--- src/rtl/pipe_stage_skid.sv ---
// Elastic pipeline stage: valid/ready handshake with a one-entry skid buffer,
// flush with control-field masking, and saturating stall/bubble counters.
module pipe_stage_skid #(
    parameter int CTRL_W = 8,
    parameter int DATA_W = 64,
    parameter int CNT_W  = 16
) (
    input  logic              CLK,
    input  logic              RST,
    input  logic              FLUSH,
    input  logic              cnt_clr,

    input  logic              in_valid,
    output logic              in_ready,
    input  logic [CTRL_W-1:0] in_ctrl,
    input  logic [DATA_W-1:0] in_data,

    output logic              out_valid,
    input  logic              out_ready,
    output logic [CTRL_W-1:0] out_ctrl,
    output logic [DATA_W-1:0] out_data,

    output logic [CNT_W-1:0]  stall_cnt,
    output logic [CNT_W-1:0]  bubble_cnt
);

    // Bit 0 is the main-entry valid, bit 1 the skid-entry valid.
    typedef enum logic [1:0] {
        ST_EMPTY = 2'b00,
        ST_ONE   = 2'b01,
        ST_FULL  = 2'b11
    } state_e;

    state_e            state_q, state_d;
    logic              in_ready_q, in_ready_d;
    logic [CTRL_W-1:0] m_ctrl_q, m_ctrl_d;
    logic [DATA_W-1:0] m_data_q, m_data_d;
    logic [CTRL_W-1:0] s_ctrl_q, s_ctrl_d;
    logic [DATA_W-1:0] s_data_q, s_data_d;
    logic [CNT_W-1:0]  stall_cnt_q, stall_cnt_d;
    logic [CNT_W-1:0]  bubble_cnt_q, bubble_cnt_d;

    logic m_valid;
    logic accept;
    logic emit;

    assign m_valid = state_q[0];
    assign accept  = in_valid & in_ready_q;
    assign emit    = m_valid & out_ready;

    // NOTE: every always_comb output gets a default first so no path infers a latch.
    always_comb begin
        state_d  = state_q;
        m_ctrl_d = m_ctrl_q;
        m_data_d = m_data_q;
        s_ctrl_d = s_ctrl_q;
        s_data_d = s_data_q;

        unique case (state_q)
            ST_EMPTY: begin
                if (accept) begin
                    state_d  = ST_ONE;
                    m_ctrl_d = in_ctrl;
                    m_data_d = in_data;
                end
            end
            ST_ONE: begin
                if (accept && emit) begin
                    m_ctrl_d = in_ctrl;
                    m_data_d = in_data;
                end else if (accept) begin
                    state_d  = ST_FULL;
                    s_ctrl_d = in_ctrl;
                    s_data_d = in_data;
                end else if (emit) begin
                    state_d = ST_EMPTY;
                end
            end
            ST_FULL: begin
                if (emit) begin
                    state_d  = ST_ONE;
                    m_ctrl_d = s_ctrl_q;
                    m_data_d = s_data_q;
                end
            end
            default: state_d = ST_EMPTY;
        endcase

        // A squash drops every entry but leaves the payload registers untouched,
        // so out_data keeps showing its last value while invalid.
        if (FLUSH) begin
            state_d  = ST_EMPTY;
            m_ctrl_d = m_ctrl_q;
            m_data_d = m_data_q;
            s_ctrl_d = s_ctrl_q;
            s_data_d = s_data_q;
        end

        // Registered copy of !S.valid keeps in_ready free of combinational paths.
        in_ready_d = (state_d != ST_FULL);
    end

    always_comb begin
        stall_cnt_d  = stall_cnt_q;
        bubble_cnt_d = bubble_cnt_q;
        if (cnt_clr) begin
            stall_cnt_d  = '0;
            bubble_cnt_d = '0;
        end else begin
            if (m_valid && !out_ready && (stall_cnt_q != '1))
                stall_cnt_d = stall_cnt_q + CNT_W'(1);
            if (!m_valid && (bubble_cnt_q != '1))
                bubble_cnt_d = bubble_cnt_q + CNT_W'(1);
        end
    end

    // NOTE: sequential state uses non-blocking assignments only, so every register
    // samples the pre-edge values regardless of statement order.
    always_ff @(posedge CLK) begin
        if (RST) begin
            state_q      <= ST_EMPTY;
            in_ready_q   <= 1'b1;
            // NOTE: the payload registers are reset too; out_data must read 0 after reset.
            m_ctrl_q     <= '0;
            m_data_q     <= '0;
            s_ctrl_q     <= '0;
            s_data_q     <= '0;
            stall_cnt_q  <= '0;
            bubble_cnt_q <= '0;
        end else begin
            state_q      <= state_d;
            in_ready_q   <= in_ready_d;
            m_ctrl_q     <= m_ctrl_d;
            m_data_q     <= m_data_d;
            s_ctrl_q     <= s_ctrl_d;
            s_data_q     <= s_data_d;
            stall_cnt_q  <= stall_cnt_d;
            bubble_cnt_q <= bubble_cnt_d;
        end
    end

    assign in_ready   = in_ready_q;
    assign out_valid  = m_valid;
    assign out_ctrl   = m_valid ? m_ctrl_q : '0;
    assign out_data   = m_data_q;
    assign stall_cnt  = stall_cnt_q;
    assign bubble_cnt = bubble_cnt_q;

endmodule

--- config.mk ---
export PLATFORM = sky130hd
export DESIGN_NAME = pipe_stage_skid
export DESIGN_NICKNAME = d
export VERILOG_FILES = /design/src/rtl/pipe_stage_skid.sv
export SDC_FILE = /design/constraint.sdc
export NUM_CORES = 1
export LEC_CHECK = 0
export BUFFER_PORTS_ARGS = -buffer_cell sky130_fd_sc_hd__buf_4
export CAP_MARGIN = 10
export CORE_ASPECT_RATIO = 2
export CORE_MARGIN = 3
export CORE_UTILIZATION = 48
export DETAILED_ROUTE_END_ITERATION = 10
export PLACE_DENSITY = 0.83
export SLEW_MARGIN = 40
export SYNTH_ARGS = -nofsm -noshare
export SYNTH_HDL_FRONTEND = slang
export SYNTH_SLANG_ARGS = --single-unit
export TNS_END_PERCENT = 10
--- constraint.sdc ---
create_clock -name CLK -period 1.95 [get_ports CLK]
set_clock_uncertainty 0.15 [all_clocks]
set_input_delay 0.0975 -clock CLK [delete_from_list [all_inputs] [get_ports CLK]]
set_output_delay 0.0975 -clock CLK [all_outputs]
set_load 0.05 [all_outputs]
==> results.json, run 1 <==
{
  "status": "complete, no violations",
  "required_ps": 2100,
  "fin_cells": 1381,
  "avgSynthCellArea_um2": 7.997,
  "die-width_um": 94.21,
  "htreeDepth": 4,
  "synth_nets": 1014,
  "first_pass_iters": 6,
  "period_share": 0.9864,
  "synth-simple-area-share": 0.2774,
  "clk_path_buf_depth": 2,
  "portBuffers": 183,
  "grt-ovfl-total": 0,
  "maxCapViolCount": 0,
  "wirelength_um": 23760,
  "drtIter0Drc": 580,
  "finalPower_mw": 8.793,
  "grt.total_usage": 0.2760,
  "clock_sinks": 179,
  "setup_viol_count_final": 0,
  "hold_ws_ps": 304.6,
  "fin_nets": 1253,
  "gp_congestion": 0.8516,
  "muxShareOfSynthArea": 0.004020,
  "seqPwrFrac": 0.438,
  "nFillCells": 1126,
  "antenna_found_initial": 0,
  "synth_top_cell_by_area": "dfxtp_1",
  "yosys_register_bits": 179,
  "dp.cells": 1272,
  "ir_drop_mv": 0.5997,
  "core_um2": 15060,
  "regArea_um2": 3628,
  "wl_per_cell_um": 17.20,
  "multiInputGateArea_um2": 3530,
  "synth.yosys.warnings": 0,
  "grt_pass1_wl_um": 38190,
  "synth_compound_area_frac": 0.1831,
  "crit_type": "register to register",
  "switchingPower_mw": 2.325,
  "synth_xor_area_frac": 0.001173,
  "critPathCaptureType": "register",
  "synth_seq_area_share": 0.4797,
  "cts_tree": "built",
  "crit_arrival_ps": 2070,
  "power_frac_comb": 0.140,
  "cp_max_fo": 19,
  "vias_per_cell": 5.832,
  "max_clock_freq_ghz": 0.5199,
  "cp_cell_sequence": "nand2_2 > a211oi_4 > buf_4 > buf_12 > nor2_1 > a311oi_1",
  "diodes": 0,
  "ios": 184,
  "period_needed_ps": 1923,
  "ant_nets": 0,
  "clkTransAtPathRegs_ps": 70,
  "synthAdderAreaFrac": 0.003350,
  "grt_max_degree": 83,
  "p_int_mw": 6.469,
  "cts_made_buffers": 17,
  "hold_viol": 0,
  "min_path_type": "register to register",
  "grt_pass1_vias": 7944,
  "p_per_area_nw_per_um2": 826.3,
  "postCtsSetupBuffers": 0,
  "synth_top_area_frac": 0.4797,
  "crit_buf_inv": 2,
  "clk_latency_ps": 420,
  "total_leakage_power_nw": 4.230,
  "critPathTopFamily": "compound AO/OA/AOI/OAI gates",
  "cp-start-kind": "register",
  "p_sw_frac": 0.2644,
  "drive_gt1_frac": 0.2445,
  "synth_cells": 934,
  "rsz0062_at_grt": "yes",
  "ys_types": 44,
  "num_vias": 8054,
  "synth_top_family_by_area": "simple AND/OR/NAND/NOR gates",
  "rows": 63,
  "relSlewSlack": 0.6625,
  "syn-cell-area_um2": 7470,
  "dieArea_um2": 17190,
  "clockRootBuffer": "clkbuf_16",
  "dpl.hpwl_um": 14610,
  "setup_tns_ps": 0,
  "synth_area_leaders": "dfxtp_1 48%, nand2_1 12%, a311oi_1 8.6%",
  "start_util": 0.4961,
  "worst-slew-pin-transition_ps": 506.2,
  "finalMaxSlewViolations": 0,
  "die_h_um": 182.4,
  "cp_slowest_cell": "dfxtp_4",
  "max_stage_delay_ps": 460,
  "area_delta_synth_final_pct": 42.46,
  "clockPowerShare": 0.422,
  "drc": 0
}
-- cell usage in the layout, fill, tap and decap left out, types with 4 or more instances in the layout --
| master | count |
|---|---|
| nand2_1 | 232 |
| buf_4 | 210 |
| dfxtp_1 | 151 |
| a21oi_1 | 91 |
| nand3_1 | 84 |
| nor2_1 | 81 |
| dlygate4sd3_1 | 77 |
| a311oi_1 | 71 |
| dfxtp_2 | 24 |
| clkbuf_16 | 17 |
| nand4_1 | 12 |
| buf_12 | 11 |
| and2_1 | 9 |
| or3_1 | 9 |
| or4_1 | 9 |
| o21ai_0 | 7 |
| o31ai_1 | 6 |
| and3_1 | 5 |
| inv_1 | 4 |
| nor3_1 | 4 |
| and4_1 | 4 |
| o211ai_1 | 4 |
| dfxtp_4 | 4 |
| bufinv_16 | 4 |
| clkinv_4 | 4 |
-- stage by stage --
step           utilization  setup slack [ps]  instance area [um2]
3_3_place_gp        0.6117             147.9                 9209
2_1_floorplan            -            -9.663                 7525
3_5_place_dp        0.6117             107.7                 9209
6_report            0.7068             26.58                10640
4_1_cts             0.7057             29.73                10630
5_1_grt             0.7068            -42.34                10640
-- kinds of logic after synthesis --
kind of cell,after synthesis
adders and majority gates,2
muxes,3
AOI/OAI and AO/OA,200
xor gates and xnor gates,1
DFF,179
and+or+nand+nor,466
buffers and inverters,83
-- final timing paths --
kind,startpoint,end,cells after the start,slack [ps]
max,state_q[0]$_SDFF_PP0_,out_data[41]$_SDFFE_PP0P_,6,30
min,s_data_q[46]$_SDFFE_PP0P_,s_data_q[46]$_SDFFE_PP0P_,2,300
max reg2reg,state_q[0]$_SDFF_PP0_,out_data[41]$_SDFFE_PP0P_,6,30
min reg2reg,s_data_q[46]$_SDFFE_PP0P_,s_data_q[46]$_SDFFE_PP0P_,2,300
-- worst min-delay path: stages, from the launching register on --
cell	delay [ps]
dfxtp_1	310
nand2_1	50
a21oi_1	50
-- power by group through the flow --
stage,sequential [mW],clock [mW],combinational [mW]
final,3.85,3.71,1.23
after global placement,3.93,0,1.07
after global routing,3.86,3.92,1.30
after detailed placement,3.93,0,1.08
after floorplan,4.24,0,0.338
after CTS,3.85,3.76,1.21
-- cells in the mapped netlist (all sizes together) --
| master | instances |
|---|---|
| a311oi | 73 |
| and2 | 9 |
| a211oi | 4 |
| nor2 | 81 |
| nor3b | 1 |
| a41o | 2 |
| nor4 | 4 |
| and4b | 3 |
| o211a | 2 |
| or2 | 1 |
| nand2b | 1 |
| xnor2 | 1 |
| ha | 2 |
| nand3b | 2 |
| nor3 | 5 |
| clkbuf | 59 |
| inv | 4 |
| nand4 | 12 |
| or4b | 1 |
| buf | 20 |
| mux2i | 3 |
| a31o | 2 |
| o41ai | 1 |
| nand2 | 233 |
| a21oi | 91 |
| o41a | 1 |
| or4 | 9 |
| o31ai | 6 |
| a31oi | 3 |
| dfxtp | 179 |
| nand3 | 84 |
| o21ai | 10 |
| o311ai | 1 |
| o211ai | 4 |
| and2b | 1 |
| and3 | 5 |
| or3 | 10 |
| and4 | 4 |
-- layout make-up --
type	count	share of cell area
Timing Repair Buffer	299	0.2427
Tap cell	195	0.02293
Multi-Input combinational cell	672	0.3317
Inverter	4	0.001411
Clock inverter	12	0.01834
Clock buffer	20	0.04198
Sequential cell	179	0.3410
-- flip-flops by register name, summed over array words and instances (netlist names) --
name,flops
bubble_cnt,16
in_ready,1
m_ctrl_q,8
out_data,64
s_ctrl_q,8
s_data_q,64
stall_cnt,16
state_q,2
-- what timing repair did --
item                                    4_1_cts  5_1_grt
hold buffers                                 77        0
endpoints found under the hold margin       152        0
gates resized for setup                       1        4
endpoints found under the setup margin        4       24
-- routing by layer --
| metal | vias to the layer above | global-route usage | share of wire |
|---|---|---|---|
| met2 | 336 | 0.4823 | 0.53 |
| li1 | 3787 | - | - |
| met4 | 0 | 0.1834 | 0.058 |
| met1 | 3812 | 0.2937 | 0.36 |
| met5 | - | 0 | 0 |
| met3 | 119 | 0.05198 | 0.048 |
Power figures use the tool's default switching activity.
==> inputs of run 2 (changes only) <==
- CORE_UTILIZATION: 48 -> 50
- CTS_BUF_LIST: unset -> sky130_fd_sc_hd__clkbuf_2 sky130_fd_sc_hd__clkbuf_4 sky130_fd_sc_hd__clkbuf_8
- PLACE_DENSITY: 0.83 -> 0.86
==> results.json, run 2 (synthesized netlist as in run 1, its figures left out) <==
{
  "status": "finished with violations",
  "violations": "setup timing",
  "worst_slack_ps": -29.40,
  "maxCapViolCount": 0,
  "most-common-layout-cells": "232 x nand2_1, 209 x buf_4, 151 x dfxtp_1",
  "vias_per_cell": 5.847,
  "grt.total_usage": 0.2799,
  "antenna_found_initial": 1,
  "drc": 0,
  "grt_max_degree": 81,
  "min_path_type": "input pin to register",
  "dpl.hpwl_um": 14460,
  "required_ps": 2140,
  "crit_type": "register to register",
  "htreeDepth": 4,
  "power_frac_comb": 0.162,
  "num_vias": 8075,
  "rr_worst_depth": 6,
  "fin_cells": 1381,
  "rows": 62,
  "fin_nets": 1255,
  "setup_viol_count_final": 2,
  "cp-start-kind": "register",
  "drive_gt1_frac": 0.2483,
  "pre_cts_ws_ps": 72.56,
  "drtIter0Drc": 655,
  "ios": 184,
  "grt_pass1_wl_um": 37510,
  "hold_ws_ps": 134.8,
  "dieArea_um2": 16530,
  "die-width_um": 92.43,
  "seqPwrFrac": 0.500,
  "p_per_area_nw_per_um2": 736.9,
  "cts_tree": "built",
  "period_needed_ps": 1979,
  "critPathCaptureType": "register",
  "clk_path_buf_depth": 2,
  "first_pass_iters": 7,
  "core_um2": 14510,
  "layout_commonest_cell": "nand2_1",
  "switchingPower_mw": 2.353,
  "die_h_um": 178.9,
  "clkTransAtPathRegs_ps": 100,
  "startpoint": "state_q[1]$_SDFF_PP0_",
  "clockPowerShare": 0.338,
  "worst-slew-pin-transition_ps": 500.9,
  "r2r-end": "out_data[43]$_SDFFE_PP0P_",
  "p_sw_frac": 0.3054,
  "nFillCells": 1015,
  "cts_made_buffers": 17,
  "cp_max_fo": 24,
  "total_leakage_power_nw": 4.147,
  "setup_tns_ps": -30.10,
  "clk_latency_ps": 450,
  "finalMaxSlewViolations": 0,
  "area_delta_synth_final_pct": 39.97,
  "relSlewSlack": 0.6660,
  "hold_viol": 0,
  "finalPower_mw": 7.704,
  "grt-ovfl-total": 0,
  "gp_congestion": 0.8913,
  "clock_sinks": 179,
  "rsz0062_at_grt": "yes",
  "ant_nets": 0,
  "p_int_mw": 5.351,
  "start_util": 0.5149,
  "reg2reg_from": "state_q[1]$_SDFF_PP0_",
  "period_share": 1.015,
  "dp.cells": 1268,
  "crit_end": "out_data[43]$_SDFFE_PP0P_",
  "max_clock_freq_ghz": 0.5052,
  "wl_per_cell_um": 17.49,
  "ir_drop_mv": 0.6786,
  "clockRootBuffer": "clkbuf_8",
  "grt_pass1_vias": 7648,
  "crit_arrival_ps": 2160,
  "wirelength_um": 24150,
  "portBuffers": 183,
  "rrSetupSlack_ps": -30
}
-- run 2: worst min-delay path by stage --
stage	start	end	cells past startpoint	slack, ps
final	out_ready	in_ready$_SDFF_PP1_	4	130
after global routing	out_ready	in_ready$_SDFF_PP1_	4	140
after CTS	out_ready	in_ready$_SDFF_PP1_	4	90
after detailed placement	FLUSH	state_q[0]$_SDFF_PP0_	2	210
after global placement	FLUSH	state_q[0]$_SDFF_PP0_	2	200
after floorplan	FLUSH	state_q[0]$_SDFF_PP0_	1	20
-- run 2: power groups by stage --
stage | clock, mW | combinational [mW] | sequential [mW]
after floorplan | 0 | 0.338 | 4.24
after global placement | 0 | 1.07 | 3.93
after detailed placement | 0 | 1.08 | 3.93
after CTS | 2.63 | 1.21 | 3.85
after global routing | 2.78 | 1.32 | 3.87
final | 2.60 | 1.25 | 3.85
-- run 2: worst max-delay path, cell delays in order, from the launching register on --
cell	delay [ps]
dfxtp_2	350
nand3b_1	250
a211oi_4	360
buf_6	190
buf_12	160
nor2_1	60
a311oi_1	340
-- run 2: metal layers --
layer	vias to the layer above	wire length, um	part of all wire	track usage
met4	0	1558	0.065	0.1886
met5	-	0	0	0
met2	389	12680	0.52	0.4856
li1	3792	-	-	-
met3	110	1419	0.059	0.05628
met1	3784	8495	0.35	0.3036
-- run 2: layout make-up --
class | count | area, um2 | share of cell area
timing repair buffer | 301 | 2614 | 0.2500
tap | 192 | 240.2 | 0.02298
inverter | 4 | 15.01 | 0.001436
clock inverter | 15 | 181.4 | 0.01735
sequential | 179 | 3628 | 0.3471
multi-input combinational | 672 | 3540 | 0.3386
clock buffer | 17 | 234.0 | 0.02238
antenna | 1 | 2.502 | 0.0002393
-- run 2: what timing repair did --
action / 4_1_cts / 5_1_grt
buffers inserted: 0 / 2
gates resized for setup: 1 / 8
hold buffers: 77 / 0
gates cloned: 0 / 1
pin swaps: 0 / 17
hold endpoints to repair: 155 / 0
setup endpoints to repair: 4 / 28
-- run 2: metrics by stage --
| stage | utilization | area (um2) |
|---|---|---|
| finish | 0.7207 | 10460 |
| global route | 0.7207 | 10460 |
| CTS | 0.7152 | 10380 |
| detailed placement | 0.6332 | 9185 |
| global placement | 0.6332 | 9185 |
| floorplan | - | 7525 |
